### src/rtl/dram_timing_ctrl.sv
// rtl/dram_timing_ctrl.sv - per-bank DRAM timing enforcement and command strobe generation
// Optional feature macro: DRAM_OPEN_ROW_CHK_EN (reject READWRITE to a row other than the open one)
module dram_timing_ctrl #(
  parameter int NUM_OF_BANKS = 8,
  parameter int NUM_OF_ROWS  = 128,
  parameter int NUM_OF_COLS  = 8,
  parameter int T_RCD        = 3,
  parameter int T_RP         = 3,
  parameter int T_RAS        = 6,
  parameter int T_RFC        = 10,
  parameter int BURST_LEN    = 8
) (
  input  logic                            clk,
  input  logic                            rst_b,
  input  logic                            cmd_req,
  input  logic [1:0]                      cmd,
  input  logic [NUM_OF_BANKS-1:0]         bank_sel,
  input  logic [NUM_OF_ROWS-1:0]          row_sel,
  input  logic [NUM_OF_COLS-1:0]          col_sel,
  input  logic                            bank_rw,
  output logic                            cmd_ack,
  output logic                            cmd_err,
  output logic                            dram_act,
  output logic                            dram_pre,
  output logic                            dram_rd,
  output logic                            dram_wr,
  output logic                            dram_ref,
  output logic [$clog2(NUM_OF_BANKS)-1:0] dram_bank,
  output logic [$clog2(NUM_OF_ROWS)-1:0]  dram_row,
  output logic [$clog2(NUM_OF_COLS)-1:0]  dram_col,
  output logic                            burst_active,
  output logic [NUM_OF_BANKS-1:0]         banks_open
);

  localparam int BANK_W = $clog2(NUM_OF_BANKS);
  localparam int ROW_W  = $clog2(NUM_OF_ROWS);
  localparam int COL_W  = $clog2(NUM_OF_COLS);
  localparam int RAS_W  = $clog2(T_RAS + 1);
  localparam int RP_W   = $clog2(T_RP + 1);
  localparam int DLY_A  = (T_RCD > T_RP) ? T_RCD : T_RP;
  localparam int DLY_B  = (T_RFC > BURST_LEN) ? T_RFC : BURST_LEN;
  localparam int DLY_MAX = (DLY_A > DLY_B) ? DLY_A : DLY_B;
  localparam int DLY_W  = $clog2(DLY_MAX + 1);
  localparam int ENC_AB = (NUM_OF_BANKS > NUM_OF_ROWS) ? NUM_OF_BANKS : NUM_OF_ROWS;
  localparam int ENC_W  = (ENC_AB > NUM_OF_COLS) ? ENC_AB : NUM_OF_COLS;

  localparam logic [1:0] CMD_REF = 2'b00;
  localparam logic [1:0] CMD_ACT = 2'b01;
  localparam logic [1:0] CMD_RW  = 2'b10;
  localparam logic [1:0] CMD_PRE = 2'b11;

  typedef enum logic [1:0] {IDLE, CHECK, DELAY, DONE} state_t;

  state_t              state;
  logic [1:0]          cmd_q;
  logic [BANK_W-1:0]   bank_q;
  logic [ROW_W-1:0]    row_q;
  logic [COL_W-1:0]    col_q;
  logic                rw_q;
  logic                bank_ok_q;
  logic                row_ok_q;
  logic                col_ok_q;
  logic                err_q;
  logic [DLY_W-1:0]    dly_cnt;
  logic [RAS_W-1:0]    ras_cnt [NUM_OF_BANKS];
  logic [RP_W-1:0]     rp_cnt  [NUM_OF_BANKS];
`ifdef DRAM_OPEN_ROW_CHK_EN
  logic [ROW_W-1:0]    open_row [NUM_OF_BANKS];
`endif

  logic                all_rp_zero;
  logic                illegal;
  logic                timing_met;
  logic [DLY_W-1:0]    dly_load;
  logic                reject;
  logic                issue;

  // One-hot to binary; only meaningful when the input is exactly one-hot.
  function automatic int onehot_enc(input logic [ENC_W-1:0] v);
    int r;
    r = 0;
    for (int i = 0; i < ENC_W; i++) begin
      if (v[i]) r = r | i;
    end
    return r;
  endfunction

  // Refresh may only start once every bank has finished its precharge time.
  always_comb begin
    all_rp_zero = 1'b1;
    for (int b = 0; b < NUM_OF_BANKS; b++) begin
      if (rp_cnt[b] != '0) all_rp_zero = 1'b0;
    end
  end

  // Legality, timing readiness and delay selection for the latched command.
  always_comb begin
    illegal    = 1'b0;
    timing_met = 1'b0;
    dly_load   = '0;
    if (!bank_ok_q) begin
      illegal = 1'b1;
    end else begin
      case (cmd_q)
        CMD_ACT: begin
          illegal    = !row_ok_q || banks_open[bank_q];
          timing_met = (rp_cnt[bank_q] == '0);
          dly_load   = DLY_W'(T_RCD);
        end
        CMD_RW: begin
          illegal    = !col_ok_q || !banks_open[bank_q];
`ifdef DRAM_OPEN_ROW_CHK_EN
          if (!row_ok_q || (open_row[bank_q] != row_q)) illegal = 1'b1;
`endif
          timing_met = 1'b1;
          dly_load   = DLY_W'(BURST_LEN);
        end
        CMD_PRE: begin
          illegal    = !banks_open[bank_q];
          timing_met = (ras_cnt[bank_q] == '0);
          dly_load   = DLY_W'(T_RP);
        end
        default: begin
          illegal    = |banks_open;
          timing_met = all_rp_zero;
          dly_load   = DLY_W'(T_RFC);
        end
      endcase
    end
    reject = (state == CHECK) && illegal;
    issue  = (state == CHECK) && !illegal && timing_met;
  end

  // Per-bank tRAS / tRP down-counters, loaded on issue and saturating at zero.
  always_ff @(posedge clk or posedge rst_b) begin
    if (rst_b) begin
      for (int b = 0; b < NUM_OF_BANKS; b++) begin
        ras_cnt[b] <= '0;
        rp_cnt[b]  <= '0;
      end
    end else begin
      for (int b = 0; b < NUM_OF_BANKS; b++) begin
        if (issue && (cmd_q == CMD_ACT) && (bank_q == BANK_W'(b)))
          ras_cnt[b] <= RAS_W'(T_RAS);
        else if (ras_cnt[b] != '0)
          ras_cnt[b] <= ras_cnt[b] - 1'b1;
        if (issue && (cmd_q == CMD_PRE) && (bank_q == BANK_W'(b)))
          rp_cnt[b] <= RP_W'(T_RP);
        else if (rp_cnt[b] != '0)
          rp_cnt[b] <= rp_cnt[b] - 1'b1;
      end
    end
  end

  // Command FSM with registered strobes, ack/err and bank open state.
  always_ff @(posedge clk or posedge rst_b) begin
    if (rst_b) begin
      state        <= IDLE;
      cmd_q        <= CMD_REF;
      bank_q       <= '0;
      row_q        <= '0;
      col_q        <= '0;
      rw_q         <= 1'b0;
      bank_ok_q    <= 1'b0;
      row_ok_q     <= 1'b0;
      col_ok_q     <= 1'b0;
      err_q        <= 1'b0;
      dly_cnt      <= '0;
      cmd_ack      <= 1'b0;
      cmd_err      <= 1'b0;
      dram_act     <= 1'b0;
      dram_pre     <= 1'b0;
      dram_rd      <= 1'b0;
      dram_wr      <= 1'b0;
      dram_ref     <= 1'b0;
      dram_bank    <= '0;
      dram_row     <= '0;
      dram_col     <= '0;
      burst_active <= 1'b0;
      banks_open   <= '0;
`ifdef DRAM_OPEN_ROW_CHK_EN
      for (int b = 0; b < NUM_OF_BANKS; b++) open_row[b] <= '0;
`endif
    end else begin
      cmd_ack  <= 1'b0;
      cmd_err  <= 1'b0;
      dram_act <= 1'b0;
      dram_pre <= 1'b0;
      dram_rd  <= 1'b0;
      dram_wr  <= 1'b0;
      dram_ref <= 1'b0;
      case (state)
        IDLE: begin
          // cmd_ack is still high in the first IDLE cycle while the requester
          // releases cmd_req, so that cycle must not start a new command.
          if (cmd_req && !cmd_ack) begin
            cmd_q     <= cmd;
            bank_q    <= BANK_W'(onehot_enc(ENC_W'(bank_sel)));
            row_q     <= ROW_W'(onehot_enc(ENC_W'(row_sel)));
            col_q     <= COL_W'(onehot_enc(ENC_W'(col_sel)));
            rw_q      <= bank_rw;
            bank_ok_q <= $onehot(bank_sel);
            row_ok_q  <= $onehot(row_sel);
            col_ok_q  <= $onehot(col_sel);
            state     <= CHECK;
          end
        end
        CHECK: begin
          if (reject) begin
            err_q <= 1'b1;
            state <= DONE;
          end else if (issue) begin
            dram_bank <= bank_q;
            dly_cnt   <= dly_load;
            state     <= DELAY;
            case (cmd_q)
              CMD_ACT: begin
                dram_act           <= 1'b1;
                dram_row           <= row_q;
                banks_open[bank_q] <= 1'b1;
`ifdef DRAM_OPEN_ROW_CHK_EN
                open_row[bank_q]   <= row_q;
`endif
              end
              CMD_RW: begin
                dram_rd      <= !rw_q;
                dram_wr      <= rw_q;
                dram_col     <= col_q;
                burst_active <= 1'b1;
              end
              CMD_PRE: begin
                dram_pre           <= 1'b1;
                banks_open[bank_q] <= 1'b0;
              end
              default: dram_ref <= 1'b1;
            endcase
          end
        end
        DELAY: begin
          dly_cnt <= dly_cnt - 1'b1;
          if (dly_cnt <= DLY_W'(2)) state <= DONE;
        end
        DONE: begin
          cmd_ack      <= 1'b1;
          cmd_err      <= err_q;
          err_q        <= 1'b0;
          burst_active <= 1'b0;
          state        <= IDLE;
        end
        default: state <= IDLE;
      endcase
    end
  end

endmodule

### config.mk
export PLATFORM = sky130hd
export DESIGN_NAME = dram_timing_ctrl
export DESIGN_NICKNAME = d
export VERILOG_FILES = /design/src/rtl/dram_timing_ctrl.sv
export SDC_FILE = /design/constraint.sdc
export NUM_CORES = 1
export LEC_CHECK = 0
export BUFFER_PORTS_ARGS = -buffer_cell sky130_fd_sc_hd__buf_2
export CORE_ASPECT_RATIO = 1.5
export CORE_MARGIN = 1
export CORE_UTILIZATION = 45
export DETAILED_ROUTE_END_ITERATION = 8
export PLACE_DENSITY = 0.74
export SYNTH_ARGS = -nofsm -noshare
export SYNTH_HDL_FRONTEND = slang
export SYNTH_SLANG_ARGS = --single-unit
### constraint.sdc
create_clock -name clk -period 5.3 [get_ports clk]
set_input_delay 0.53 -clock clk [delete_from_list [all_inputs] [get_ports clk]]
set_output_delay 0.53 -clock clk [all_outputs]
set_load 0.02 [all_outputs]
==> results.md, run 1 <==
- DRT iter0 DRCs: 443
- Final setup fails: 1
- CP arrival: 7020 ps
- CTS tree: yes
- Final core utilization: 56.95%
- Largest net degree at the start of global routing: 61
- Worst slack, placed: -1956 ps
- Unrepaired setup endpoints after global routing: yes
- Synth Register Bits: 95
- Synth Area in Compound Gates: under 10%
- Post-route worst setup slack: -1457 ps
- First-pass GRT wire length: 44.15 mm
- Die Ht: ~180 microns
- Yosys top cell area share: 27.28%
- Startpoint types: input port
- Share of cells above drive strength 1: 27.71%
- GR peak layer: met2
- Slowest-stage cell, CP: fa_1
- Main combinational cell family by area after synthesis: adder cells
- Pins over their slew limit: 0
- Root buf cell: clkbuf_16
- Reg2reg end: dram_row[1]
- Design area: 11220 sq um
- Register area: 2377 sq um
- Worst Hold Class: in2async
- Hpwl dp: roughly 24 mm
- Synthesized Nets: between 1000 and 1500
- Wire per inst: 19.18 microns
- Post-synthesis adder-cell area fraction: a little over a third
- Port Buffers: roughly 180
- Multi-input logic area: 5782 sq um
- Fin Clk Skew: 7.960 ps
- Final min period: around 6800 ps
- FF-to-FF setup slack: roughly 1800 ps
- Status: complete, but fails checks
- Core area: 19710 sq um
- Worst path bufs/invs: 7
- All-layer global routing usage: 28.52%
- Number of global-route vias before repair: around 8500
- Least-Margin Pin Slew: 998.6 ps
- CTS Hold Bufs: 0
- Vias: 7687
- Syn Std Cell Area: 9027 sq um
- # IOs: 179
- Max Clk Rate: 148.0 MHz
- Reg2Reg Depth: 7
- Crit path cell chain: buf_2 -> fa_1 -> inv_1 -> fa_1 -> inv_1 -> fa_1 -> fa_2 -> fa_1 -> inv_1 -> fa_1 -> inv_1 -> fa_1 -> fa_1 -> inv_1 -> fa_1 -> fa_1 -> inv_1 -> ha_2 -> fa_1 -> nor4b_2 -> nand4_1 -> o21ai_1
- GR Util met1: ~30%
- Violated checks: setup timing
- Setup Crit Path Kind: in2reg
- Grt met3 use: 3.799%
- Cell taking the most area after synthesis: fa_1
- Gr ovfl total: 0
- Die area: approximately 21000 sq um
- Skew-Pair Late Insertion Delay: 340 ps
- Launch point of the worst reg-to-reg path: bank_q[1]
- Router iterations before antenna repair: 5
- Crit path max-delay family: adder cells
- Number of max-cap violations: 0
- Fill cells: 1792
- Synth Area in Simple Gates: 14.16%
- Buffer count from post-CTS setup fixing: 0
- Rows: 63
- # DRC: 0
- Cells after synthesis: 916
- Final ANT Viol Nets: 0
- Most frequent cell after synthesis: inv_1
- Mux contribution to synthesized area: 5.003%
- Fin. Hold Viols: 0
- Synth Area in XOR/XNOR: 1.552%
- Die span in x: 117.6 microns
- Synth cell types: between 50 and 60
- Final net count: 1520
- Most used DFF post-synth: dfrtp_1
- H-tree levels: 3
- EDFF count, synth: 0
- CP peak stage delay: 580 ps
- Diodes inserted: 0
- Crit. End Element: flop
- Synth top area cells: fa_1 27%, dfrtp_1 26%, inv_1 8.7%
- Clock Sinks: 95
- Gpl congestion: approximately 1.1
- YS warnings: 0
- Top cells by count, synth: 210 x inv_1, 123 x fa_1, 95 x dfrtp_1, 61 x ha_1
- Period utilization: 127.5%
- Initial Util: 45.81%
- Met2 GRT Util: 51.35%
- Avg Cell Area, Syn: 9.855 sq um
- Post-synthesis sequential area ratio: 26.33%
- CTS Buf Count: 9
- Initial antenna violation count: 1
- Placed cell areas: 10930 sq um
- Post-Route WL: between 20 and 30 mm
- Vias per Instance: 5.298
- Area Growth Syn to Fin: 24.31%
- Required @ worst endpoint: around 5600 ps
- Post-synth ARST share: 100.0%
- Clock transition at path regs: 60 ps
- Worst Path Max Fanout: 2
- Clock Tree Buf Depth: 2
- Worst rel slew slack: 32.81%
- Top cell by count, worst path: fa_1
-- worst reg2reg max path, delay by kind of cell (launching register included) --
kind	cells	cell delay [ps]
mux	3	1030
flops	1	830
compound gates	1	120
simple gates	3	1350
-- cell type report --
cell class	count	area share, %
Multi-Input combinational cell	589	51.52
Sequential cell	95	21.18
Timing Repair Buffer	281	14.88
Inverter	210	7.046
Tap cell	260	2.899
Clock buffer	11	2.163
Clock inverter	5	0.3010
-- stage by stage --
stage	setup TNS (ps)	hold slack [ps]	std cells
detailed placement	-1956	408.8	1435
CTS	-1520	215.8	1451
floorplan	-1446	403.2	916
global placement	-1835	414.2	1435
global route	-1697	229.6	1451
finish	-1457	201.9	1451
-- sequential cells by signal (all words and copies together) (netlist names), 2 cells and up, named ones only --
signal / flops
row_q: 7
ras_cnt: 24
col_q: 3
dram_bank: 3
state: 2
cmd_q: 2
dram_row: 7
dly_cnt: 4
bank_q: 3
rp_cnt: 16
dram_col: 3
-- what timing repair did --
item | in CTS | in global routing
resized for setup | 2 | 6
pin swaps | 9 | 4
endpoints found under the setup margin | 1 | 1
-- logic make-up after synthesis --
logic type               Yosys count
AO/OA/AOI/OAI                    110
XOR/XNOR                          16
adder cells (fa/ha/maj)          184
buffers and inverters            232
flip-flops                        95
multiplexers                      35
AND/OR/NAND/NOR                  244
-- per-layer routing --
layer / wire [microns] / up-vias
met1: 9736 / 3742
met3: 1184 / 110
met4: 2492 / 2
met5: 11 / -
li1: - / 3544
met2: 14410 / 289
-- worst max-delay path by stage --
stage            startpoint        to  depth (start not counted)
2_1_floorplan  row_sel[119]  row_ok_q                         23
3_3_place_gp    row_sel[29]  row_ok_q                         22
3_5_place_dp    row_sel[29]  row_ok_q                         22
4_1_cts         row_sel[87]  row_ok_q                         22
5_1_grt         row_sel[87]  row_ok_q                         22
6_report        row_sel[87]  row_ok_q                         22
-- placed cells by master (no fill, tap or decap), types with 3 or more instances in the layout --
| cell | n |
|---|---|
| inv_1 | 207 |
| buf_2 | 177 |
| fa_1 | 120 |
| buf_4 | 103 |
| dfrtp_1 | 95 |
| ha_1 | 60 |
| nor4_1 | 48 |
| nor2_1 | 48 |
| nand2_1 | 41 |
| o21ai_0 | 36 |
| nor3_1 | 33 |
| o21ai_1 | 27 |
| nand3_1 | 18 |
| nand4_1 | 14 |
| nand2b_1 | 12 |
| mux2i_1 | 11 |
| a21oi_1 | 10 |
| mux2_2 | 10 |
| clkbuf_16 | 9 |
| xor2_1 | 8 |
| xnor2_1 | 8 |
| or4_1 | 7 |
| mux2_4 | 7 |
| a31oi_1 | 6 |
| o31ai_1 | 6 |
| o21a_1 | 5 |
| or3_1 | 4 |
| mux4_2 | 4 |
| o41ai_1 | 3 |
| or2_1 | 3 |
| nand4b_1 | 3 |
| mux2_1 | 3 |
| fa_2 | 3 |
Power of run 1 is not shown: default switching activity piles up to over one toggle a cycle in this logic, so the estimate is an artifact.
==> run 2: changes to the inputs <==
==> constraint.sdc (replaced) <==
create_clock -name clk -period 5.3 [get_ports clk]
set_input_delay 0.265 -clock clk [delete_from_list [all_inputs] [get_ports clk]]
set_output_delay 0.265 -clock clk [all_outputs]
set_load 0.02 [all_outputs]
==> run 2 against run 1 <==
Against the previous run: the run still ends with setup timing left; clock-buffer cell count shrank 1; die area is the same; clock skew grew 0.71 ps; first-iteration DRC count shrank 4.3%; sequential share of layout area is essentially flat; worst hold slack lost 93 ps; flip-flop and latch count is the same; register-to-register slack lost 80 ps; worst setup slack gained 280 ps; critical endpoint unchanged; highest routed layer is now met4.
==> results.md, run 2 (synthesis results as in run 1) <==
- Status: complete, but fails checks
- Violated checks: setup timing
- Placed cell areas: 10890 sq um
- Vias: between 7000 and 8000
- Number of max-cap violations: 0
- Required @ worst endpoint: 5560 ps
- First-pass GRT wire length: 44.80 mm
- Worst rel slew slack: 31.24%
- Post-Route WL: 28.32 mm
- CP Launch Point: row_sel[119]
- Startpoint types: input port
- Core area: slightly below 20000 sq um
- Least-Margin Pin Slew: 1022 ps
- Die Ht: 175.5 microns
- Fin. Hold Viols: 0
- Design area: between 10000 and 15000 sq um
- Largest net degree at the start of global routing: 81
- Port Buffers: 178
- GR peak layer: met2
- Worst Hold Class: in2reg
- GR Util met1: roughly 30%
- Vias per Instance: 5.296
- Unrepaired setup endpoints after global routing: yes
- Final setup fails: 1
- CTS tree: yes
- Fin Clk Skew: 8.667 ps
- Skew-Pair Late Insertion Delay: 340 ps
- Rows: 63
- Gr ovfl total: 0
- DRT iter0 DRCs: 424
- Register area: 2377 sq um
- All-layer global routing usage: 28.97%
- Die span in x: 117.6 microns
- Reg2reg end: dram_row[3]
- Max Clk Rate: 154.3 MHz
- Hpwl dp: 24.68 mm
- # DRC: 0
- Fill cells: between 1500 and 2000
- Crit path capture: row_ok_q
- H-tree levels: 3
- Diodes inserted: 0
- Clock Tree Buf Depth: 2
- Buffer count from post-CTS setup fixing: 0
- Area Growth Syn to Fin: 24.52%
- Number of global-route vias before repair: 8577
- CTS Buf Count: 9
- Setup Crit Path Kind: in2reg
- Clock Sinks: between 90 and 100
- Die area: a little over 20000 sq um
- Met2 GRT Util: 53.14%
- Final net count: 1516
- Clock transition at path regs: 70 ps
- Launch point of the worst reg-to-reg path: cmd_q[1]
- Final min period: 6480 ps
- FF-to-FF setup slack: 1760 ps
- Crit. End Element: flop
- Router iterations before antenna repair: 5
- Reg2Reg Depth: 8
- Final ANT Viol Nets: 0
- Worst Path Max Fanout: 2
- Largest regs: ras_cnt (24), rp_cnt (16)
- Period utilization: 122.3%
- Gpl congestion: 1.128
- Share of cells above drive strength 1: 27.04%
- Initial Util: between 40% and 50%
- Pins over their slew limit: 0
- Root buf cell: clkbuf_16
- CP arrival: 6740 ps
- Initial antenna violation count: 0
- Post-route worst setup slack: -1180 ps
- Grt met3 use: 3.799%
- Biggest register: ras_cnt
- # IOs: 179
- Wire per inst: 19.57 microns
- Multi-input logic area: 5774 sq um
- Max FFs per register: 24
- Most frequent cells in the layout: 209 x inv_1, 177 x buf_2, 123 x fa_1
- Most common cell after layout, fill and taps aside: inv_1
## run 2: changes by cell type in the layout (fill, tap and decap cells not counted), sizes merged
cell         previous run  this run
bufinv                  0         2
inv                   210       211
clkinvlp                2         0
clkbuf                 11        10
dlygate4sd3             0         1
buf                   281       276
## run 2: worst min path at each step
stage                     depth (start not counted)  slack [ps]   start    endpoint
final                                             3         110  cmd[0]    cmd_q[0]
after global routing                              3         120  cmd[0]    cmd_q[0]
after CTS                                         3         100  cmd[0]    cmd_q[0]
after detailed placement                          2         210   rst_b  dly_cnt[0]
after global placement                            2         200   rst_b  dly_cnt[0]
after floorplan                                   2         370  cmd[0]    cmd_q[0]
## run 2: worst max-delay path, stage by stage
cell	delay (ps)
buf_2	120
fa_1	540
inv_1	50
fa_1	480
inv_1	50
fa_1	470
inv_1	50
fa_1	450
fa_1	500
inv_1	50
fa_1	510
inv_1	50
fa_1	470
inv_1	50
fa_1	490
inv_1	50
fa_1	440
fa_1	490
inv_1	50
ha_2	180
fa_1	470
nor4b_2	250
nand4_1	100
o21ai_1	120
## run 2: repair_timing
item                                    in CTS  in global routing
endpoints found under the setup margin       1                  1
endpoints found under the hold margin       15                  0
hold buffers                                 1                  0
pin swaps                                   10                  1
resized for setup                            2                  0
## run 2: metal layers
metal  part of all wire [%]  up-vias
met1                     36     3739
met2                     52      284
met3                    3.9      103
li1                       -     3537
met5                      0        -
met4                    7.9        0
## run 2: area by class of cell
class                      instances  area share [%]
tap                              260           2.894
sequential                        95           21.15
timing repair buffer             277           14.61
clock inverter                     6          0.8126
clock buffer                      10           2.126
inverter                         210           7.035
multi-input combinational        589           51.37
## run 2: through the flow
step	TNS, ps	setup slack, ps	utilization, %	std cells	hold WS, ps
after CTS	-1226	-1226	57.04	1447	100.9
after global placement	-1552	-1552	55.27	1430	199.8
after floorplan	-1181	-1181	-	916	370.4
after detailed placement	-1655	-1655	55.27	1430	206.1
after global routing	-1487	-1487	57.04	1447	118.8
final	-1180	-1180	57.04	1447	109.2
Power of run 2 is left out for the same reason.
==> run 3: changes to the inputs <==
--- a/config.mk
+++ b/config.mk
@@ -6,11 +6,14 @@
 export NUM_CORES = 1
 export LEC_CHECK = 0
 export BUFFER_PORTS_ARGS = -buffer_cell sky130_fd_sc_hd__buf_2
+export CELL_PAD_IN_SITES_DETAIL_PLACEMENT = 1
+export CELL_PAD_IN_SITES_GLOBAL_PLACEMENT = 2
 export CORE_ASPECT_RATIO = 1.5
 export CORE_MARGIN = 1
-export CORE_UTILIZATION = 45
+export CORE_UTILIZATION = 38
 export DETAILED_ROUTE_END_ITERATION = 8
-export PLACE_DENSITY = 0.74
+export MAX_ROUTING_LAYER = met4
+export PLACE_DENSITY = 0.94
 export SYNTH_ARGS = -nofsm -noshare
 export SYNTH_HDL_FRONTEND = slang
 export SYNTH_SLANG_ARGS = --single-unit
==> run 3 against run 2 <==
Against the previous run: the run still ends with setup timing left; routed wire length grew 17%; via count rose by 4.5%; critical path depth shrank 2; cell area rose by 0.68%; utilization down 8.1 points; fmax fell by 1.4%; worst hold slack better by 12 ps; die area up 18%; global-route usage up 0.60 points; clock skew increased by 0.79 ps; worst setup slack got worse by 94 ps; critical path type unchanged; highest routed layer unchanged.
==> results.md, run 3 (synthesis results as in run 1) <==
- CP arrival: 6840 ps
- Hpwl dp: 27.84 mm
- Fin. Hold Viols: 0
- Max Clk Rate: 152.1 MHz
- Clock Sinks: 95
- Period utilization: 124.0%
- Hold Slack: 121.3 ps
- Largest net degree at the start of global routing: 56
- Final ANT Viol Nets: 0
- Clock transition at path regs: 70 ps
- Most frequent cells in the layout: 205 x inv_1, 177 x buf_2, 122 x fa_1
- Crit path cell chain: buf_2 -> fa_1 -> inv_2 -> fa_1 -> inv_1 -> fa_1 -> inv_1 -> fa_1 -> inv_1 -> fa_2 -> fa_1 -> fa_1 -> fa_1 -> inv_2 -> fa_1 -> fa_1 -> inv_1 -> ha_2 -> fa_1 -> nor4b_2 -> nand4_1 -> o21ai_1
- Skew-Pair Late Insertion Delay: 350 ps
- Number of global-route vias before repair: 9187
- Core area: 23140 sq um
- CP peak stage delay: 570 ps
- Fin Clk Skew: 9.457 ps
- Wire per inst: between 20 and 25 microns
- Violated checks: setup timing
- Initial antenna violation count: 0
- Final min period: between 6000 and 7000 ps
- Port Buffers: 178
- CTS Buf Count: 9
- Final net count: 1518
- Status: complete, but fails checks
- Final setup fails: 1
- All-layer global routing usage: 29.57%
- Worst rel slew slack: between 40 and 50%
- # IOs: 179
- Worst path bufs/invs: 7
- H-tree levels: 3
- Crit. End Element: flop
- Gr ovfl total: 0
- Vias per Instance: roughly 5.3
- First-pass GRT wire length: 51.00 mm
- Router iterations before antenna repair: 4
- Reg2Reg Depth: 7
- Share of cells above drive strength 1: 27.59%
- Rows: 68
- Critical path depth: 22
- Crit path max-delay family: adder cells
- Largest regs: ras_cnt (24), rp_cnt (16)
- Initial Util: slightly below 40%
- Area Growth Syn to Fin: 25.36%
- Root buf cell: clkbuf_16
- Worst Hold Class: in2reg
- Post-Route WL: 33.12 mm
- Diodes inserted: 0
- Max FFs per register: 24
- Setup Crit Path Kind: in2reg
- Post-Layout Cell Count: around 1500
- Least-Margin Pin Slew: 860.0 ps
- Die Ht: 190.8 microns
- Buffer count from post-CTS setup fixing: 0
- Hold depth: 3
- DRT iter0 DRCs: just over 300
- Startpoint types: input port
- Die span in x: 127.8 microns
- Slowest-stage cell, CP: fa_2
- Most common cell after layout, fill and taps aside: inv_1
- Top cell by count, worst path: fa_1
- Gpl congestion: around 1.1
- Biggest register: ras_cnt
- Die area: 24390 sq um
- CTS tree: yes
- Post-route worst setup slack: -1274 ps
- Worst Path Max Fanout: 2
- Unrepaired setup endpoints after global routing: yes
- Pins over their slew limit: 0
- Vias: ~8000
- Clock Tree Buf Depth: 2
- Cells after DPL: 1487
- # DRC: 0
- Final core utilization: 48.90%
- Required @ worst endpoint: between 5000 and 6000 ps
- Number of max-cap violations: 0
run 3: worst paths after layout:
kind                              from  slack (ps)          end
max                        row_sel[29]       -1270     row_ok_q
min                             cmd[0]         120     cmd_q[0]
max reg2reg                  bank_q[0]        1820  dram_row[1]
min reg2reg                       rw_q         430      dram_rd
max in group asynchronous        rst_b        3690  ras_cnt[11]
min in group asynchronous        rst_b         500     dram_ref
run 3: metal layers:
layer  part of all wire, %  vias up  GRT usage (%)  routed length [microns]
met5                     0        -              -                        0
met4                   7.0        0          17.24                     2318
met3                   4.2      130          3.760                     1388
met2                    55      338          55.60                    18230
met1                    34     4000          28.61                    11190
li1                      -     3538              -                        -
run 3: layout make-up:
class,count,area [sq um]
fill,2731,11830
timing repair buffer,279,1658
sequential,95,2377
multi-input combinational,589,5777
clock inverter,7,95.09
tap,315,394.1
clock buffer,9,225.2
inverter,210,790.8
run 3: stage by stage:
step	TNS, ps	instance area (sq um)	worst slack, ps
4_1_cts	-1293	11310	-1293
6_report	-1274	11320	-1274
3_3_place_gp	-1520	10980	-1520
5_1_grt	-1430	11320	-1430
3_5_place_dp	-1723	10980	-1723
2_1_floorplan	-1181	9034	-1181
run 3: repair_timing:
action,in CTS,in global routing
hold buffers,1,0
setup endpoints to repair,1,1
gates resized for setup,5,3
pin swaps,2,0
hold endpoints to repair,40,0
run 3: worst reg2reg max path: stages, from the launching register on:
cell      delay, ps
dfrtp_1         590
mux4_2          560
mux2i_1         250
a21boi_1        140
or3b_4          450
nand2b_4        280
or3b_1          700
mux2_4          400
Power of run 3 is left out for the same reason.
